[config.mk]
export PLATFORM = sky130hd
export DESIGN_NAME = led_src_arbiter
export DESIGN_NICKNAME = d
export VERILOG_FILES = /design/src/rtl/led_arb_pkg.sv /design/src/rtl/dwell_timer.sv /design/src/rtl/led_src_arbiter.sv
export SDC_FILE = /design/constraint.sdc
export NUM_CORES = 1
export LEC_CHECK = 0
export BUFFER_PORTS_ARGS = -buffer_cell sky130_fd_sc_hd__buf_2
export CAP_MARGIN = 15
export CORE_MARGIN = 10
export CORE_UTILIZATION = 46
export CTS_BUF_LIST = sky130_fd_sc_hd__clkbuf_16
export DETAILED_ROUTE_END_ITERATION = 10
export GPL_ROUTABILITY_DRIVEN = 0
export GPL_TIMING_DRIVEN = 0
export PLACE_DENSITY = 0.74
export SLEW_MARGIN = 5
export SYNTH_ARGS = -nofsm -noshare
export SYNTH_HDL_FRONTEND = slang
export SYNTH_SLANG_ARGS = --single-unit
export TNS_END_PERCENT = 30
[constraint.sdc]
create_clock -name i_clk -period 2.06 [get_ports i_clk]
set_input_delay 0.103 -clock i_clk [delete_from_list [all_inputs] [get_ports i_clk]]
set_output_delay 0.103 -clock i_clk [all_outputs]
set_load 0.1 [all_outputs]
[src/rtl/led_arb_pkg.sv]
// Shared types and defaults for the two-source LED arbiter.
package led_arb_pkg;

  localparam int unsigned LED_N_DEF = 4;
  localparam int unsigned DWELL_DEF = 8;

  typedef enum logic [1:0] {
    IDLE   = 2'd0,
    SHOW_A = 2'd1,
    SHOW_B = 2'd2
  } state_t;

  // Dwell counter width: clog2(DWELL), never less than one bit.
  function automatic int unsigned cnt_width(input int unsigned dwell);
    return (dwell <= 1) ? 1 : $clog2(dwell);
  endfunction

endpackage

[src/rtl/dwell_timer.sv]
// Down-counter that measures how long the current owner keeps the LEDs.
// Load sets it to DWELL-1; decrement stops at zero; o_zero flags "dwell over".
module dwell_timer
  import led_arb_pkg::*;
#(
  parameter int unsigned DWELL = DWELL_DEF,
  localparam int unsigned CW   = cnt_width(DWELL)
) (
  input  logic i_clk,
  input  logic i_rst_n,
  input  logic i_load,
  input  logic i_dec,
  output logic o_zero
);

  localparam logic [CW-1:0] LOAD_VAL = CW'(DWELL - 1);

  logic [CW-1:0] cnt_q;
  logic [CW-1:0] cnt_d;

  // Next count: load wins over decrement; decrement saturates at zero.
  always_comb begin
    cnt_d = cnt_q;
    if (i_load) begin
      cnt_d = LOAD_VAL;
    end else if (i_dec && (cnt_q != '0)) begin
      cnt_d = cnt_q - CW'(1);
    end
  end

  // Counter register.
  always_ff @(posedge i_clk or negedge i_rst_n) begin
    if (!i_rst_n) begin
      cnt_q <= '0;
    end else begin
      cnt_q <= cnt_d;
    end
  end

  assign o_zero = (cnt_q == '0);

endmodule

[src/rtl/led_src_arbiter.sv]
// Arbitrates two LED sources with a non-preemptible minimum dwell per grant.
//
// Handshake: i_req_x is a level request; a grant is the one-cycle pulse
// o_gnt_x in the first cycle of a new dwell. Requests are only looked at
// when the FSM is idle or the dwell counter reads zero; at all other times
// they are ignored. There is no ready/backpressure toward the sources.
module led_src_arbiter
  import led_arb_pkg::*;
#(
  parameter int unsigned N     = LED_N_DEF,
  parameter int unsigned DWELL = DWELL_DEF
) (
  input  logic         i_clk,
  input  logic         i_rst_n,
  input  logic         i_req_a,
  input  logic [N-1:0] i_a,
  input  logic         i_req_b,
  input  logic [N-1:0] i_b,
  output logic         o_gnt_a,
  output logic         o_gnt_b,
  output logic         o_sel,
  output logic [N-1:0] o_y,
  output logic         o_busy,
  output state_t       o_dbg_state
);

  state_t       state_q, state_d;
  logic         last_b_q, last_b_d;
  logic         sel_q, sel_d;
  logic [N-1:0] y_q, y_d;
  logic         gnt_a_q, gnt_a_d;
  logic         gnt_b_q, gnt_b_d;
  logic         tmr_load;
  logic         tmr_dec;
  logic         tmr_zero;
  logic         arb_ok;

  dwell_timer #(.DWELL(DWELL)) u_dwell_timer (
    .i_clk   (i_clk),
    .i_rst_n (i_rst_n),
    .i_load  (tmr_load),
    .i_dec   (tmr_dec),
    .o_zero  (tmr_zero)
  );

  // Next-state, grant and output-register inputs.
  // A tie goes to the source not served last. While showing x, last_b
  // already names x, so the same test also gives "other source first"
  // at the end of a dwell, and a lone request re-grants its own source.
  always_comb begin
    state_d  = state_q;
    last_b_d = last_b_q;
    sel_d    = sel_q;
    y_d      = '0;
    gnt_a_d  = 1'b0;
    gnt_b_d  = 1'b0;
    tmr_load = 1'b0;
    tmr_dec  = 1'b0;
    arb_ok   = (state_q == IDLE) || tmr_zero;

    if (arb_ok) begin
      if (i_req_a && (!i_req_b || last_b_q)) begin
        state_d  = SHOW_A;
        gnt_a_d  = 1'b1;
        last_b_d = 1'b0;
        tmr_load = 1'b1;
      end else if (i_req_b) begin
        state_d  = SHOW_B;
        gnt_b_d  = 1'b1;
        last_b_d = 1'b1;
        tmr_load = 1'b1;
      end else begin
        state_d  = IDLE;
      end
    end else begin
      tmr_dec = 1'b1;
    end

    // LED data and select follow the owner we are about to be in.
    case (state_d)
      SHOW_A: begin
        sel_d = 1'b0;
        y_d   = i_a;
      end
      SHOW_B: begin
        sel_d = 1'b1;
        y_d   = i_b;
      end
      default: begin
        y_d = '0;
      end
    endcase
  end

  // State and output registers; reset makes A win the first tie.
  always_ff @(posedge i_clk or negedge i_rst_n) begin
    if (!i_rst_n) begin
      state_q  <= IDLE;
      last_b_q <= 1'b1;
      sel_q    <= 1'b0;
      y_q      <= '0;
      gnt_a_q  <= 1'b0;
      gnt_b_q  <= 1'b0;
    end else begin
      state_q  <= state_d;
      last_b_q <= last_b_d;
      sel_q    <= sel_d;
      y_q      <= y_d;
      gnt_a_q  <= gnt_a_d;
      gnt_b_q  <= gnt_b_d;
    end
  end

  assign o_gnt_a     = gnt_a_q;
  assign o_gnt_b     = gnt_b_q;
  assign o_sel       = sel_q;
  assign o_y         = y_q;
  assign o_busy      = (state_q != IDLE);
  assign o_dbg_state = state_q;

endmodule

# Yosys cells after proc, flatten, opt, wreduce, memory -nomap -nowiden
# Cells that the tools add are included.
# word_totals
regBits,13
input_bits,12
word_cells,40
# classes
addsub,1
eq_ne,2
muxes,17
reduce_logical,13
# op_table
cell,n
$mux 1,10
$pmux 4 s2,1
$reduce_bool 2->1,4
$mux 2,3
$mux 3,2
$logic_not 3->1,1
$reduce_bool 3->1,1
$sub 3x1->3 const B,1
$eq 2x1->1 const B,1
$eq 2x2->1 const B,1
$logic_and 1x1->1,2
$logic_not 2->1,1
$logic_or 1x1->1,2
$pmux 1 s2,1
$reduce_and 2->1,1
$logic_not 1->1,1

# Logic depth before layout (Yosys ltp)
# Gate-level depths: netlist of run 1.
# logic_depth
depth_word,7
ltp_mapped,8

# By module
# Synthesis of run 1 repeated with hierarchy kept, for this count alone.
# hier_totals
cells_unflattened,60
area_unflattened_um2,640.6
# modules_own_cells
module,instances,cells_per_inst,area_per_inst_um2,seq_area_each_um2
led_src_arbiter,1,42,460.4,251.5
dwell_timer,1,18,180.2,75.1

# Worst setup path before layout of run 1
# No wires, ideal clock.
# synth_path
path_kind,register to register
startpoint,"register state_q[1], in the netlist o_dbg_state[1]"
endpoint,"register sel_q, in the netlist o_sel"
arrival_ns,2.546
slack_ns,-0.612
stages_incl_launch_ff,7
n_path_buf,0
path_cell_list,dfrtp_1 > nor2_2 > inv_2 > a21boi_4 > a22o_2 > ha_1 > mux2_2
# synth_between
elab_chain_cells,5
# synth_lines
element,line_no,text
from (decl),led_src_arbiter.sv:27,"state_t state_q, state_d;"
from (signal assigned),led_src_arbiter.sv:105,state_q <= state_d;
$logic_not 2->1 *,led_src_arbiter.sv:59,arb_ok = (state_q == IDLE) || tmr_zero;
$logic_or 1x1->1 *,led_src_arbiter.sv:59,
$mux 2 *,led_src_arbiter.sv:61,if (arb_ok) begin
named net state_d[0],led_src_arbiter.sv:27,
$eq 2x2->1 or $eq 2x1->1 (tied branches),led_src_arbiter.sv:80,case (state_d)
$pmux 1 s2 or $reduce_bool 2->1 (tied branches),n/a,
to (signal assigned),led_src_arbiter.sv:107,sel_q <= sel_d;
to (decl),led_src_arbiter.sv:29,"logic sel_q, sel_d;"
# Mark *: on every way through the listed nets, which the timed path passes. The rest lies on a longest branch.
# A chain may end at the register's enable or synchronous reset.

# Worst setup path after layout of run 1
# layout_path
startpoint,register u_dwell_timer.cnt_q[0]
endpoint,"register sel_q, in the netlist o_sel"
# layout_between
elab_chain_cells,5
# layout_lines
element,line_no,text
from (decl),dwell_timer.sv:18,logic [CW-1:0] cnt_q;
from (signal assigned),dwell_timer.sv:36,cnt_q <= cnt_d;
$logic_not 3->1 *,dwell_timer.sv:40,assign o_zero = (cnt_q == '0);
$logic_or 1x1->1 *,led_src_arbiter.sv:59,
$mux 2 *,led_src_arbiter.sv:61,
named net state_d[0],led_src_arbiter.sv:27,
$eq 2x2->1 or $eq 2x1->1 (tied branches),led_src_arbiter.sv:80,
$pmux 1 s2 or $reduce_bool 2->1 (tied branches),n/a,
# Marked as above.

==> flow_summary.toml, run 1 <==
[status]
status = "finished, final reports clean"

[detailed_routing]
drc = 0
avgRoutedWirePerCell_um = 15.4
routed_wl_um = 1450
vias_per_cell = 5.18
drtPass1Iterations = 4
ant_nets = 0
drtIter0Drc = 9
vias = 487

[die]
die_area_um2 = 3250
die_h_um = 57.0
top_level_ports = 22
num_rows = 13
core_area_um2 = 1300
die_x_um = 57.0
start_util = 0.485

[cts]
clkTransAtPathRegs_ns = 0.04
cts.path.max_buffers = 2
cts_made_buffers = 3
htree_levels = 1
cts-root-buf = "clkbuf_16"
clk_latency_ns = 0.24
cts.sink_count = 13
cts_tree = "built"

[cells_and_area]
area_delta_synth_final_pct = 39.9
final_common_cell = "buf_2"
post-route-util = 0.678
multi_input_area_um2 = 310
seqCellArea_um2 = 334
diodes = 0
drive_above_1_share = 0.443
num-nets-final = 96
final_cell_mix = "buf_2 (21), dfrtp_1 (10), a22oi_1 (5)"
fillers = 112

[setup_path]
reg2reg_depth = 7
startpoint_type = "flip-flop"
worstPathCellList = "inv_1 > ha_1 > nand2b_4 > a21boi_4 > a22o_2 > ha_4 > mux2_2"
rr_startpoint = "u_dwell_timer.cnt_q[0]"
critPathRequiredTime_ns = 2.18
slowest_stage = "dfrtp_1"
worstPathMaxFanout = 6
cp_data_arrival_time_ns = 1.97
end_kind = "flip-flop"
max_stage_delay_ns = 0.33
r2r_end = "o_sel"
path_class = "reg -> reg"
regToRegSetupSlack_ns = 0.20

[global_routing]
antenna_found_initial = 0
grt_usage = 0.0966
grt_start_max_net_pins = 14
grt-ovfl-total = 0
grt_pass1_wl_um = 2480
first_global_vias = 564

[placed_design]
port_buffers = 21

[timing]
timing.hold.ws_ns = 0.113
report.final.slew_viol_count = 0
tightestPinTransition_ns = 0.491
timing.slew.headroom = 0.675
fin_setup_tns_ns = 0
finalWorstPathRequiredPeriod_ns = 1.86
fin_crit_sh = 0.902
rsz0062_at_grt = "no"
hold_violations = 0
setup_violations = 0
fin_skew_ns = 0.00329
timing.fmax_mhz = 538

[synthesis]
synth_top_area_frac = 0.476
synth_area_um2 = 631
ys_seq_area_frac = 0.518
synth.top_cells.by_area = "dfrtp_1 (48%), ha_1 (7.9%), a22oi_1 (6.0%)"
syn_inst = 53
yosysTopAreaCell = "dfrtp_1"
ys_ff_latch = 13
synth_cell_type_count = 25
syn-num-nets = 69
yosysWarnings = 0
postSynthAreaPerCell_um2 = 11.9

[min_path]
holdCritPathClass = "in -> reg"
whs_path_depth = 3
hp-start = "i_a[2]"
min_to = "o_y[2]"

[run]
maxCapViolations = 0
-- cell usage after synthesis (all sizes together) --
cell type	number
a21boi	1
a21oi	3
a22o	1
a22oi	5
a32o	1
a32oi	1
and2	1
dfrtp	12
dfstp	1
ha	4
inv	3
mux2	1
mux2i	2
nand2	2
nand2b	1
nor2	5
nor2b	1
nor3	4
o211ai	1
o21ai	1
o41ai	1
or2b	1
-- registers in the layout, indices dropped and copies added, names as in the netlist --
name and count:
o_y 4, u_dwell_timer.cnt_q 3, o_dbg_state 2, last_b_q 1, o_gnt_a 1, o_gnt_b 1
o_sel 1
-- timing repair --
action                                 CTS  global route
hold buffers                             1             0
buffers inserted                         0             0
gates resized for setup                  0             0
endpoints found under the hold margin   12             0
-- cell type report --
class,instances,area share
Sequential cell,13,0.379
Multi-Input combinational cell,37,0.352
Timing Repair Buffer,22,0.130
Clock buffer,3,0.0851
Inverter,3,0.0284
Tap cell,15,0.0213
Clock inverter,1,0.00426
-- cell families after synthesis --
| kind of cell | Yosys count | synth area share |
|---|---|---|
| AO/OA/AOI/OAI | 15 | 0.192 |
| buffers and inverters | 3 | 0.0179 |
| adder cells (fa/ha/maj) | 4 | 0.0794 |
| AND/OR/NAND/NOR | 15 | 0.143 |
| flip-flops | 13 | 0.518 |
| multiplexers | 3 | 0.0496 |
-- through the flow --
step | std cells | instance area (um^2) | worst slack [ns]
2_1_floorplan | 53 | 669 | 0.0142
3_3_place_gp | 89 | 793 | 0.244
3_5_place_dp | 89 | 793 | 0.218
4_1_cts | 94 | 882 | 0.205
5_1_grt | 94 | 882 | 0.0997
6_report | 94 | 882 | 0.203
-- per-layer routing --
metal	GRT usage	share of wire	routed length, um	up-vias
met5	0	0	0	-
met4	0.0403	0.0076	11	0
met3	0.0619	0.087	125	2
met2	0.164	0.52	753	14
met1	0.0901	0.38	554	224
li1	-	-	-	247
-- worst max-delay path: cells and delay by family (launching register included) --
family,cells,cell delay (ns)
AOI/OAI and AO/OA,2,0.32
adders and majority gates,2,0.54
buffers and inverters,1,0.08
DFF,1,0.33
muxes,1,0.33
and+or+nand+nor,1,0.14
-- worst max path at each step --
stage | start | end | slack [ns]
finish | u_dwell_timer.cnt_q[0] | o_sel | 0.20
floorplan | o_dbg_state[1] | o_sel | 0.01
CTS | u_dwell_timer.cnt_q[0] | o_sel | 0.20
global placement | u_dwell_timer.cnt_q[0] | o_sel | 0.24
global route | u_dwell_timer.cnt_q[0] | o_sel | 0.1
detailed placement | u_dwell_timer.cnt_q[0] | o_sel | 0.22
Power of run 1 is not shown: default switching activity piles up to over one toggle a cycle in this logic, so the estimate is an artifact.
==> run 2: changes to the inputs <==
--- a/config.mk
+++ b/config.mk
@@ -7,13 +7,13 @@
 export LEC_CHECK = 0
 export BUFFER_PORTS_ARGS = -buffer_cell sky130_fd_sc_hd__buf_2
 export CAP_MARGIN = 15
-export CORE_MARGIN = 10
-export CORE_UTILIZATION = 46
+export CORE_AREA = 10 10 47 49
 export CTS_BUF_LIST = sky130_fd_sc_hd__clkbuf_16
 export DETAILED_ROUTE_END_ITERATION = 10
+export DIE_AREA = 0 0 57 59
 export GPL_ROUTABILITY_DRIVEN = 0
 export GPL_TIMING_DRIVEN = 0
-export PLACE_DENSITY = 0.74
+export PLACE_DENSITY = 0.76
 export SLEW_MARGIN = 5
 export SYNTH_ARGS = -nofsm -noshare
 export SYNTH_HDL_FRONTEND = slang
==> constraint.sdc (replaced) <==
create_clock -name i_clk -period 2.21 [get_ports i_clk]
set_input_delay 0 -clock i_clk [delete_from_list [all_inputs] [get_ports i_clk]]
set_output_delay 0 -clock i_clk [all_outputs]
set_load 0.1 [all_outputs]
==> run 2 against run 1 <==
Fmax shrank 2.5%; core utilization shrank 7.0 points; non-clock buffer count is the same; global-route usage shrank 0.056 points; sequential cell count is the same; routed wire length grew 2.9%; clock-buffer cell count is the same; design area shrank 3.4%; highest routed layer unchanged; clock skew shrank 0.0018 ns; critical path type unchanged.
==> flow_summary.toml, run 2 (synthesis gave the netlist of run 1 again) <==
[cells_and_area]
final_cell_area_um2 = 852
final_common_cell = "buf_2"
area_delta_synth_final_pct = 35.1
post-route-util = 0.608
final_cell_mix = "buf_2 (21), dfrtp_1 (10), a22oi_1 (5)"
largest_reg_flops = 4
drive_above_1_share = 0.430
diodes = 0
num-nets-final = 96
fillers = 120

[global_routing]
grt_pass1_wl_um = 2580
grt_start_max_net_pins = 14
antenna_found_initial = 0
first_global_vias = 599
gr-usage-met3 = 0.0451
grt_util_met1 = 0.104
grt_usage = 0.0961
grt-ovfl-total = 0
busiest_layer = "met2"
gr-usage-met2 = 0.153

[timing]
timing.slew.headroom = 0.676
fin_skew_ns = 0.00144
setup_violations = 0
fin_crit_sh = 0.862
hold_violations = 0
tightestPinTransition_ns = 0.489
report.final.slew_viol_count = 0
fin_setup_tns_ns = 0
timing.hold.ws_ns = 0.0144
timing.fmax_mhz = 525
rsz0062_at_grt = "no"
finalWorstPathRequiredPeriod_ns = 1.90

[setup_path]
reg2reg_depth = 7
worstPathMaxFanout = 6
cp_data_arrival_time_ns = 2.03
critPathTopFamily = "adder cells"
slowest_stage = "ha_1"
end_kind = "flip-flop"
critPathBufInv = 1
cpMostUsedCell = "ha_1"
critPathRequiredTime_ns = 2.33
max_stage_delay_ns = 0.36
cp.depth = 7
startpoint_type = "flip-flop"
worstPathCellList = "inv_1 > ha_1 > nand2b_4 > a21boi_4 > a22o_2 > ha_1 > mux2_2"
path_class = "reg -> reg"

[detailed_routing]
drc = 0
vias = 512
drtPass1Iterations = 4
vias_per_cell = 5.39
ant_nets = 0
drtIter0Drc = 8
avgRoutedWirePerCell_um = 15.7
routed_wl_um = 1490

[die]
die_x_um = 57
die_area_um2 = 3360
start_util = 0.450
die_h_um = 59
num_rows = 14
core_area_um2 = 1400
top_level_ports = 22

[cts]
cts.path.max_buffers = 2
htree_levels = 1
clkTransAtPathRegs_ns = 0.04
cts.sink_count = 13
cts_tree = "built"
cts_made_buffers = 3
clk_latency_ns = 0.24
cts-root-buf = "clkbuf_16"
post_cts_buffers = 0

[placed_design]
place_hpwl_um = 1190
placed_cell_area_um2 = 763
port_buffers = 21

[status]
status = "finished, final reports clean"

[min_path]
holdCritPathClass = "in -> reg"
whs_path_depth = 3

[run]
maxCapViolations = 0
==> run 2: cell count changes in the layout (fill, tap and decap cells not counted) <==
cell      change
ha_1          +1
bufinv_8      -1
inv_4         +1
nor2_2        +1
ha_4          -1
dfrtp_2       +1
nor2_4        -1
dfrtp_4       -1
==> run 2: layer usage <==
metal	part of all wire	wire [um]
met5	0	0
met4	0.018	27
met3	0.073	109
met2	0.49	730
met1	0.42	619
==> run 2: what timing repair did <==
| action | in CTS | in global routing |
|---|---|---|
| hold buffers | 1 | 0 |
| endpoints found under the setup margin | 0 | 0 |
| gates resized for setup | 0 | 0 |
| endpoints found under the hold margin | 13 | 0 |
==> run 2: layout make-up <==
type,count,area [um^2],area share
Tap cell,16,20.0,0.0235
Timing Repair Buffer,22,115,0.135
Clock inverter,1,3.75,0.00441
Multi-Input combinational cell,37,293,0.344
Sequential cell,13,332,0.389
Clock buffer,3,75.1,0.0881
Inverter,3,13.8,0.0162
==> run 2: worst register-to-register path, stage by stage (launching register included) <==
cell	delay, ns
dfrtp_1	0.33
inv_1	0.07
ha_1	0.24
nand2b_4	0.14
a21boi_4	0.08
a22o_2	0.22
ha_1	0.36
mux2_2	0.35
==> run 2: worst paths after layout <==
kind                                         from       end  slack (ns)
setup / recovery           u_dwell_timer.cnt_q[0]     o_sel        0.31
hold / removal                             i_a[0]    o_y[0]        0.01
setup reg to reg           u_dwell_timer.cnt_q[0]     o_sel        0.31
hold reg to reg                             o_sel     o_sel        0.51
max in group asynchronous                 i_rst_n  last_b_q        1.74
min in group asynchronous                 i_rst_n     o_sel        0.19
==> run 2: through the flow <==
stage	std cells	setup slack (ns)
global placement	90	0.337
CTS	95	0.296
detailed placement	90	0.301
floorplan	53	0.00199
global route	95	0.219
finish	95	0.305
Power of run 2 is left out for the same reason.
==> run 3: changes to the inputs <==
--- a/config.mk
+++ b/config.mk
@@ -13,9 +13,10 @@
 export DIE_AREA = 0 0 57 59
 export GPL_ROUTABILITY_DRIVEN = 0
 export GPL_TIMING_DRIVEN = 0
-export PLACE_DENSITY = 0.76
+export PLACE_DENSITY = 0.77
 export SLEW_MARGIN = 5
 export SYNTH_ARGS = -nofsm -noshare
 export SYNTH_HDL_FRONTEND = slang
+export SYNTH_HIERARCHICAL = 1
 export SYNTH_SLANG_ARGS = --single-unit
 export TNS_END_PERCENT = 30
==> run 3 against run 2 <==
Register-to-register slack worse by 0.16 ns; sequential cell count is the same; non-clock buffer count stayed put; fmax shrank 8.0%; sequential share of layout area down 1.4 points; design area up 2.1%; routed wire length down 9.7%.
==> flow_summary.toml, run 3 <==
[global_routing]
grt_pass1_wl_um = 2400
antenna_found_initial = 0
grt_start_max_net_pins = 14
grt-ovfl-total = 0
grt_usage = 0.0885
first_global_vias = 572

[synthesis]
syn-num-nets = 76
synth.most_common_cell = "dfrtp_1"
synthSimpleGateAreaFrac = 0.215
synth_compound_area_frac = 0.145
synthFlopType = "dfrtp_1"
yosysWarnings = 6
synth.top_cells.by_area = "dfrtp_1 (47%), ha_1 (7.8%), nor2_1 (6.4%)"
syn_inst = 60
ys_ff_latch = 13
synth_cell_type_count = 20
postSynthAreaPerCell_um2 = 10.7
synth_area_um2 = 641
synthArstFlopShare = 1.00
yosys.area_share.adder = 0.0781
yosysTopAreaCell = "dfrtp_1"
synth_mux_area_frac = 0.0176
synthTopCellsByCount = "dfrtp_1 (12), nor2_1 (11)"
synth_top_family_by_area = "simple AND/OR/NAND/NOR gates"
synth_top_area_frac = 0.469
ys_seq_area_frac = 0.510
synth_xor_area_frac = 0
synth-edff-count = 0

[detailed_routing]
drc = 0
vias = 505
vias_per_cell = 4.95
avgRoutedWirePerCell_um = 13.2
routed_wl_um = 1340
drtPass1Iterations = 4
ant_nets = 0
drtIter0Drc = 13

[cells_and_area]
largest_reg_flops = 4
fin_cells = 102
final_common_cell = "buf_2"
final_cell_mix = "buf_2 (21), dfrtp_1 (12), nor2_1 (11)"
diodes = 0
drive_above_1_share = 0.407
fillers = 118
area_delta_synth_final_pct = 35.7
seqCellArea_um2 = 327
num-nets-final = 103
multi_input_area_um2 = 307

[placed_design]
place_hpwl_um = 1050
dp.cells = 97
port_buffers = 21

[die]
top_level_ports = 22
die_x_um = 57
core_area_um2 = 1400
num_rows = 14
die_area_um2 = 3360
start_util = 0.457
die_h_um = 59

[timing]
fin_setup_tns_ns = 0
setup_violations = 0
fin_crit_sh = 0.936
report.final.slew_viol_count = 0
hold_violations = 0
rsz0062_at_grt = "no"
timing.slew.headroom = 0.675
tightestPinTransition_ns = 0.491
timing.fmax_mhz = 483
timing.hold.ws_ns = 0.00424
fin_skew_ns = 0.000445
finalWorstPathRequiredPeriod_ns = 2.07

[cts]
cts_made_buffers = 3
cts.sink_count = 13
clk_latency_ns = 0.24
cts-root-buf = "clkbuf_16"
htree_levels = 1
clkTransAtPathRegs_ns = 0.04
cts_tree = "built"
cts.path.max_buffers = 2

[min_path]
holdCritPathClass = "in -> reg"

[setup_path]
max_stage_delay_ns = 0.38
path_class = "reg -> reg"
cpMostUsedCell = "inv_1"
startpoint_type = "flip-flop"
slowest_stage = "dfrtp_1"
end_kind = "flip-flop"
cp_data_arrival_time_ns = 2.19
worstPathMaxFanout = 9
worstPathCellList = "inv_1 > ha_1 > ha_2 > and2b_1 > a31oi_2 > inv_1 > ha_4 > mux2_2"
critPathRequiredTime_ns = 2.33

[status]
status = "finished, final reports clean"

[run]
maxCapViolations = 0
==> run 3: cell type report <==
type / instances / area share
flip-flops and latches: 13 / 0.376
multi-input cells: 41 / 0.353
repair buffers: 22 / 0.132
clock buffers: 3 / 0.0863
clock inverters: 1 / 0.00432
well taps: 16 / 0.0230
inverters: 6 / 0.0259
==> run 3: final timing paths <==
check | startpoint | to | slack (ns) | depth (start not counted)
min | i_a[1] | o_y[1] | 0.004 | 3
max reg2reg | u_dwell_timer/cnt_q[0] | o_sel | 0.14 | 8
max in group asynchronous | i_rst_n | last_b_q | 1.76 | 2
min reg2reg | o_sel | o_sel | 0.51 | 1
max | u_dwell_timer/cnt_q[0] | o_sel | 0.14 | 8
min in group asynchronous | i_rst_n | u_dwell_timer/cnt_q[1] | 0.18 | 2
==> run 3: cell families after synthesis <==
kind of cell / Yosys count
compound gates: 12
fa+ha+maj: 4
buf+inv: 6
flops: 13
mux: 1
simple gates: 24
==> run 3: repair_timing <==
action	in CTS	in global routing
endpoints found under the setup margin	0	1
hold buffers	1	0
setup buffers	0	0
endpoints found under the hold margin	13	0
resized for setup	0	2
==> run 3: through the flow <==
step | area [um^2] | setup WS (ns) | utilization
3_5_place_dp | 766 | 0.0322 | 0.546
5_1_grt | 870 | 0.0393 | 0.621
3_3_place_gp | 766 | 0.0669 | 0.546
2_1_floorplan | 641 | 0.0295 | -
4_1_cts | 855 | 0.0305 | 0.610
6_report | 870 | 0.141 | 0.621
==> run 3: per-layer routing <==
metal	vias up	global-route usage	wire length (um)
li1	257	-	-
met1	227	0.0949	580
met4	0	0.0503	27
met2	18	0.140	618
met3	3	0.0429	116
met5	-	0	0
==> run 3: critical path, delay by kind of cell, from the launching register on <==
kind | cells | cell delay [ns]
adder cells (fa/ha/maj) | 3 | 0.69
flip-flops | 1 | 0.38
multiplexers | 1 | 0.32
AND/OR/NAND/NOR | 1 | 0.21
buffers and inverters | 2 | 0.19
AO/OA/AOI/OAI | 1 | 0.17
Power of run 3 is left out for the same reason.
